[config.mk]
export PLATFORM = sky130hd
export DESIGN_NAME = genesis_pad_sequencer
export DESIGN_NICKNAME = d
export VERILOG_FILES = /design/src/rtl/pad_pkg.sv /design/src/rtl/pad_phase_timer.sv /design/src/rtl/genesis_pad_sequencer.sv
export SDC_FILE = /design/constraint.sdc
export NUM_CORES = 1
export LEC_CHECK = 0
export CORE_MARGIN = 2
export CORE_UTILIZATION = 55
export DETAILED_ROUTE_END_ITERATION = 12
export GPL_TIMING_DRIVEN = 0
export PLACE_DENSITY = 0.8
export SYNTH_ARGS = -nofsm -noshare
export SYNTH_HDL_FRONTEND = slang
export SYNTH_SLANG_ARGS = --single-unit
[constraint.sdc]
create_clock -name clk -period 2.2 [get_ports clk]
set_input_delay 0.33 -clock clk [delete_from_list [all_inputs] [get_ports clk]]
set_output_delay 0.33 -clock clk [all_outputs]
set_load 0.02 [all_outputs]
[src/rtl/pad_pkg.sv]
// pad_pkg: shared state encoding, button bit positions and default timing for the pad sequencer
package pad_pkg;
  typedef enum logic [1:0] {IDLE, SCAN, COMMIT} state_t;
  localparam int PHASE_CYCLES_DEF = 100;
  localparam int PERIOD_LOG2_DEF = 20;
  localparam int B_UP = 10;
  localparam int B_DOWN = 9;
  localparam int B_LEFT = 8;
  localparam int B_RIGHT = 7;
  localparam int B_A = 6;
  localparam int B_B = 5;
  localparam int B_C = 4;
  localparam int B_START = 3;
  localparam int B_X = 2;
  localparam int B_Y = 1;
  localparam int B_Z = 0;
endpackage

[src/rtl/pad_phase_timer.sv]
// pad_phase_timer: holds each select half-phase for PHASE_CYCLES cycles and strobes its last cycle
module pad_phase_timer import pad_pkg::*; #(
  parameter int PHASE_CYCLES = PHASE_CYCLES_DEF
) (
  input  logic       clk,
  input  logic       reset,
  input  logic       run,
  output logic [2:0] phase,
  output logic       sample,
  output logic       done
);
  localparam int CW = PHASE_CYCLES > 1 ? $clog2(PHASE_CYCLES) : 1;
  localparam logic [CW-1:0] LAST = CW'(PHASE_CYCLES - 1);
  logic [CW-1:0] cnt;
  assign sample = run && cnt == LAST;
  assign done = sample && phase == 3'd7;
  always_ff @(posedge clk or negedge reset)
    if (!reset) begin
      cnt <= '0;
      phase <= '0;
    end else if (!run) begin
      cnt <= '0;
      phase <= '0;
    end else if (sample) begin
      cnt <= '0;
      phase <= phase + 3'd1;
    end else
      cnt <= cnt + 1'b1;
endmodule

[src/rtl/genesis_pad_sequencer.sv]
// genesis_pad_sequencer: periodically or on request scans a Genesis pad and publishes its button map
module genesis_pad_sequencer import pad_pkg::*; #(
  parameter int PHASE_CYCLES = PHASE_CYCLES_DEF,
  parameter int PERIOD_LOG2 = PERIOD_LOG2_DEF
) (
  input  logic        clk,
  input  logic        reset,
  input  logic        up_z,
  input  logic        down_y,
  input  logic        left_x,
  input  logic        right,
  input  logic        a_b,
  input  logic        start_c,
  input  logic        poll_req,
  output logic        select,
  output logic [10:0] buttons,
  output logic        pad_present,
  output logic        six_button,
  output logic        valid,
  output logic        busy
);
  state_t state, nstate;
  logic [PERIOD_LOG2-1:0] period;
  logic [10:0] cap;
  logic [2:0] phase;
  logic sample, done, pending, present, six, trig, start;
  pad_phase_timer #(.PHASE_CYCLES(PHASE_CYCLES)) u_timer (
    .clk(clk),
    .reset(reset),
    .run(state == SCAN),
    .phase(phase),
    .sample(sample),
    .done(done)
  );
  always_comb begin
    trig = poll_req || pending || &period;
    start = state == IDLE && trig;
    nstate = state == IDLE ? (trig ? SCAN : IDLE) :
             state == SCAN ? (done ? COMMIT : SCAN) : IDLE;
    select = state != SCAN || !phase[0];
    busy = state != IDLE;
  end
  always_ff @(posedge clk or negedge reset)
    if (!reset) begin
      state <= IDLE;
      period <= '0;
      pending <= 1'b0;
    end else begin
      state <= nstate;
      period <= (state != IDLE || start) ? '0 : period + 1'b1;
      pending <= start ? 1'b0 : pending || (busy && poll_req);
    end
  // Each half-phase contributes a different subset of pins; all are inverted to active-high
  always_ff @(posedge clk or negedge reset)
    if (!reset) begin
      cap <= '0;
      present <= 1'b0;
      six <= 1'b0;
    end else if (start) begin
      cap <= '0;
      present <= 1'b0;
      six <= 1'b0;
    end else if (sample) begin
      if (phase == 3'd0) begin
        cap[B_UP] <= !up_z;
        cap[B_DOWN] <= !down_y;
        cap[B_LEFT] <= !left_x;
        cap[B_RIGHT] <= !right;
        cap[B_B] <= !a_b;
        cap[B_C] <= !start_c;
      end
      if (phase == 3'd1) begin
        cap[B_A] <= !a_b;
        cap[B_START] <= !start_c;
        present <= !left_x && !right;
      end
      if (phase == 3'd5)
        six <= !up_z && !down_y && !left_x && !right;
      if (phase == 3'd6) begin
        cap[B_Z] <= !up_z;
        cap[B_Y] <= !down_y;
        cap[B_X] <= !left_x;
      end
    end
  always_ff @(posedge clk or negedge reset)
    if (!reset) begin
      buttons <= '0;
      pad_present <= 1'b0;
      six_button <= 1'b0;
      valid <= 1'b0;
    end else begin
      valid <= state == COMMIT;
      if (state == COMMIT) begin
        buttons <= present ? (six ? cap : {cap[10:3], 3'b000}) : '0;
        pad_present <= present;
        six_button <= present && six;
      end
    end
endmodule

# Word-level counts from Yosys, hierarchy flattened
# Cells that the tools add are included.
[totals]
register_bits = 60
in_bits = 9
output_inout_bits = 16
elab_cells = 85
[op_classes]
n_addsub = 3
n_eq_ne = 9
n_mux = 25
reduce_logical = 34
[op_table]
columns = ["cell", "n"]
rows = [
  ["two-way mux 11 bit", 3],
  ["adder 20 x 1 -> 20 bit, second input constant", 1],
  ["two-way mux 20 bit", 1],
  ["AND reduction 20 bit", 1],
  ["two-way mux 7 bit", 2],
  ["two-way mux 3 bit", 4],
  ["nonzero test 2 bit", 6],
  ["two-way mux 1 bit", 10],
  ["== test 3 bit, second input constant", 3],
  ["logical AND 1 bit", 9],
  ["two-way mux 2 bit", 4],
  ["AND reduction 2 bit", 4],
  ["adder 7 x 1 -> 7 bit, second input constant", 1],
  ["== test 7 bit, second input constant", 1],
  ["logical NOT 1 bit", 7],
  ["logical OR 1 bit", 5],
  ["two-way mux 4 bit", 1],
  ["adder 3 x 1 -> 3 bit, second input constant", 1],
  ["== test 3 x 1 -> 1 bit, second input constant", 1],
  ["logical NOT 3 bit", 1],
  ["== test 2 x 1 -> 1 bit, second input constant", 1],
  ["== test 2 bit, second input constant", 1],
  ["logical NOT 2 bit", 1],
  ["inequality test 2 x 1 -> 1 bit, second input constant", 1],
  ["inequality test 2 bit, second input constant", 1],
]

# Longest topological paths before layout
[depth]
word_depth = 7
depth_mapped = 7
depth_no_buf = 5

# Hierarchy
# Synthesis repeated with hierarchy kept, for this count alone.
[unflattened]
hier_cells = 280
hier_area_um2 = 2761.4
[modules_own_cells]
columns = ["mod", "instances", "cells_per_inst", "area_each_um2", "seq_area_each_um2"]
rows = [
  ["genesis_pad_sequencer", 1, 229, 2242.2, 1251.2],
  ["pad_phase_timer", 1, 51, 519.2, 250.2],
]

# Least setup slack after synthesis
# No wires, ideal clock.
[synth_timing]
path_kind = "reg-to-reg"
startpoint = "register period[4]"
endpoint = "register period[9]"
setup_time_ps = 119
arrival_ps = 1574
required_ps = 2081
slack_ps = 507
stages_incl_launch_ff = 6
n_path_buf = 1
synth_period_minus_slack_ps = 1693
path_cell_list = "dfrtp_1 -> nand4_4 -> or4_4 -> o21ai_2 -> buf_6 -> nor2_1"
[synth_via]
elab_chain_len = 5
word_cells_on_any_way = 6
cone_classes = "1 x add/sub; 1 x mux; 4 x reduce/logical"
[synth_rtl]
columns = ["item", "line", "source"]
rows = [
  ["from (decl)", "genesis_pad_sequencer.sv:23", "logic [PERIOD_LOG2-1:0] period;"],
  ["from (signal assigned)", "genesis_pad_sequencer.sv:50", "period <= (state != IDLE || start) ? '0 : period + 1'b1;"],
  ["parallel branches: the longest is 4 deep, another holds adder 20 x 1 -> 20 bit", "-", ""],
  ["two-way mux 20 bit (*)", "genesis_pad_sequencer.sv:50", ""],
]
# Every way passes the cells marked *.
# A chain may end at the register's enable or synchronous reset.

# Worst setup path after layout
[layout_timing]
startpoint = "register state[1]"
endpoint = "output busy"
[layout_via]
elab_chain_len = 1
[layout_rtl]
columns = ["item", "line", "source"]
rows = [
  ["from (decl)", "genesis_pad_sequencer.sv:22", "state_t state, nstate;"],
  ["from (signal assigned)", "genesis_pad_sequencer.sv:49", "state <= nstate;"],
  ["nonzero test 2 bit", "genesis_pad_sequencer.sv:41", "busy = state != IDLE;"],
  ["to (decl)", "genesis_pad_sequencer.sv:20", "output logic busy"],
]
# No other way between the ends.

==> impl_metrics.env <==
export IMPL_route_antenna_remaining_nets=0
export IMPL_cts_reportedPaths_clkPinSlew_ns=0.06
export IMPL_initial_utilization_pct=57.5
export IMPL_max_vdd_ir_drop_uv=362
export IMPL_timing_clock_skew_ns=0.00551
export IMPL_cts_made_buffers=9
export IMPL_drt_met1_wl_um=2260
export IMPL_grt_use_total_pct=20.5
export IMPL_routabilityCongestion=0.777
export IMPL_detail_route_wirelength_um=5030
export IMPL_crit_path_end_kind="output port"
export IMPL_critical_path_required_ns=1.87
export IMPL_grt_overflow=0
export IMPL_die_width_um=74.7
export IMPL_detailed_routing_iteration_count_for_the_pre_antenna_repair_pass=4
export IMPL_dr_first_iter_drc_count=139
export IMPL_num_antenna_cells=0
export IMPL_ys_ff_latch=60
export IMPL_cell_area_after_synthesis_mm2=0.00275
export IMPL_final_layout_size_suffix_gt1_share_pct=10.2
export IMPL_cts_buffer_depth=2
export IMPL_power_static_leakage_nw=1.44
export IMPL_final_cells=372
export IMPL_wire_per_inst_um=13.5
export IMPL_slew_headroom_pct=57.6
export IMPL_grt_pass1_vias=1981
export IMPL_met3_wirelength_um=143
export IMPL_clock_tree_from_tritoncts="built"
export IMPL_switching_fraction_pct=20.3
export IMPL_cap_viol_max_count=0
export IMPL_syn2layout_area_growth_pct=18.7
export IMPL_worstRegToRegCells=5
export IMPL_clkLatencyLatePin_ns=0.33
export IMPL_detailroute_via_count=2001
export IMPL_io_pins=25
export IMPL_class_of_the_worst_hold_path="input pin to asynchronous set/reset pin"
export IMPL_crit_path_max_fanout=5
export IMPL_worst_slack_setup_final_ns=0.173
export IMPL_finalHoldViolCount=0
export IMPL_syn_mean_instance_area_um2=10.3
export IMPL_post_drt_via_cell_ratio=5.38
export IMPL_max_slew_worst_pin_slew_ns=0.637
export IMPL_synth_cells=266
export IMPL_max_clock_freq_mhz=493
export IMPL_postCtsSetupRepairBufs=0
export IMPL_crit_arrival_ns=1.70
export IMPL_postLayoutCoreUtil_pct=68.2
export IMPL_cts_root_buf="clkbuf_8"
export IMPL_internal_power_mw=1.61
export IMPL_power_clock_fraction_pct=43.2
export IMPL_outcome="finished clean"
export IMPL_cts_sink_count=60
export IMPL_comb_power_share_pct=2.1
export IMPL_drc=0
export IMPL_slew_violations=0
export IMPL_power_per_cell_area_mw_per_mm2=618
export IMPL_total_switching_power_mw=0.409
export IMPL_final_hold_worst_slack_ns=0.0222
export IMPL_setup_worst_path_class="register to output port"
export IMPL_buffers_on_ports=24
export IMPL_met2_length_um=2540
export IMPL_yosysSeqAreaShare_pct=54.6
export IMPL_floorplan_rows=25
export IMPL_min_period_ns=2.03
export IMPL_post_place_setup_slack_ns=0.289
export IMPL_seq_power_share_pct=54.7
export IMPL_grt_pass1_wl_um=8510
export IMPL_core_ar_mm2=0.00479
export IMPL_final_setup_viol_count=0
export IMPL_hpwl_um=3590
export IMPL_finalCritPeriodShare_pct=92.1
export IMPL_synthesis_yosys_warnings=0
export IMPL_grt_antenna_before_repair=0
export IMPL_dpl_cell_count=358
export IMPL_ctsHoldBuffers=0
export IMPL_design_die_area_mm2=0.00558
export IMPL_die_h_um=74.7
export IMPL_grt_start_max_net_pins=33
export IMPL_synth_nets=282
export IMPL_setup_repair_after_global_routing_missed_its_margin="false"
export IMPL_maxUsedRoutingLayer="met4"
export IMPL_startpoint_type="register"
export IMPL_cts_resized=0
export IMPL_ys_types=35
export IMPL_design_final_nets=318
export IMPL_htree_depth=3
-- sequential cells by signal, summed over array words and instances, names as in the netlist, 2 cells and up --
register / count
buttons: 11
cap: 11
u_timer.phase: 3
state: 2
u_timer.cnt: 7
period: 20
-- power by group through the flow --
| stage | clock network [mW] | logic (mW) | registers, mW |
|---|---|---|---|
| global route | 0.940 | 0.0483 | 1.10 |
| detailed placement | 0 | 0.0440 | 1.12 |
| global placement | 0 | 0.0404 | 1.12 |
| floorplan | 0 | 0.00159 | 1.12 |
| finish | 0.872 | 0.0424 | 1.10 |
| CTS | 0.885 | 0.0444 | 1.10 |
-- placed cells by master, fill, tap and decap left out, drive strengths merged, types with 2 or more instances in the layout --
cell type | netlist | final
dfrtp | 60 | 60
nor2 | 35 | 35
nand2 | 33 | 33
clkdlybuf4s50 | 0 | 23
clkbuf | 4 | 17
xnor2 | 14 | 14
o21ai | 13 | 13
inv | 10 | 10
a21oi | 10 | 10
nand3 | 8 | 8
nand4 | 8 | 8
mux2i | 7 | 7
or2 | 7 | 7
ha | 7 | 7
xor2 | 6 | 6
nor3 | 6 | 6
and3 | 5 | 5
nor4 | 5 | 5
or3 | 4 | 4
buf | 2 | 4
a22o | 3 | 3
nor2b | 2 | 2
and4bb | 2 | 2
nand2b | 2 | 2
and4 | 2 | 2
o21bai | 2 | 2
nand4b | 2 | 2
o22ai | 2 | 2
-- logic make-up (layout without fill, tap and decap cells) --
| family | Yosys count | after routing | share of synthesized area, % |
|---|---|---|---|
| AND/OR/NAND/NOR | 123 | 123 | 22.7 |
| flip-flops | 60 | 60 | 54.6 |
| AO/OA/AOI/OAI | 32 | 32 | 7.42 |
| XOR/XNOR | 20 | 20 | 6.37 |
| buffers and inverters | 16 | 55 | 2.73 |
| multiplexers | 8 | 8 | 2.96 |
| adder cells (fa/ha/maj) | 7 | 7 | 3.18 |
-- metal layers --
layer	track usage (%)	vias up
met5	0	-
met4	11.5	0
met3	4.02	7
met2	34.7	44
met1	24.6	967
li1	-	983
-- worst max-delay path, stage by stage (launching register included) --
cell             delay, ns
dfrtp_1               0.41
nor2_1                0.24
inv_1                 0.16
clkdlybuf4s50_1       0.57
-- final timing paths --
check                          startpoint              to  slack [ns]
max                              state[1]            busy        0.17
min                                 reset      buttons[0]        0.02
max reg2reg                u_timer.cnt[0]         cap[10]        0.19
min reg2reg                u_timer.cnt[0]  u_timer.cnt[0]        0.45
max in group asynchronous           reset      period[13]        1.59
min in group clk           u_timer.cnt[0]  u_timer.cnt[0]        0.45
-- synthesized netlist by cell type (all sizes together) --
cell / instances / area share [%]
and4: 2 / 0.64
nand3b: 1 / 0.27
nand2: 33 / 4.5
xor2: 6 / 1.9
nor4: 5 / 1.1
o21ai: 13 / 2.5
buf: 2 / 0.82
a21o: 1 / 0.27
nor3: 6 / 1.1
or4: 1 / 0.41
ha: 7 / 3.2
nand3: 8 / 1.5
nor2b: 2 / 0.45
nand2b: 2 / 0.45
or3: 4 / 0.91
a21oi: 10 / 1.8
nand4: 8 / 2.4
nor2: 35 / 4.8
nand4b: 2 / 0.64
o211a: 1 / 0.36
or2: 7 / 1.6
inv: 10 / 1.4
xnor2: 14 / 4.5
dfrtp: 60 / 55
and4bb: 2 / 0.91
o21bai: 2 / 0.55
mux2: 1 / 0.41
o22ai: 2 / 0.96
and3: 5 / 1.1
a22o: 3 / 0.96
clkbuf: 4 / 0.55
mux2i: 7 / 2.5
-- through the flow --
stage | cell area (um^2) | TNS, ns | power [mW]
finish | 3270 | 0 | 2.02
floorplan | 2750 | 0 | 1.13
detailed placement | 3090 | 0 | 1.17
global route | 3270 | 0 | 2.09
CTS | 3270 | 0 | 2.03
global placement | 3070 | -60.10 | 1.16
-- area by class of cell --
class,instances,area [um^2]
fillers,368,1520
flip-flops and latches,60,1500
multi-input cells,190,1170
repair buffers,25,255
clock buffers,13,169
well taps,67,83.8
plain buffers,6,37.5
inverters,10,37.5
clock inverters,1,7.51
Power figures use the tool's default switching activity.
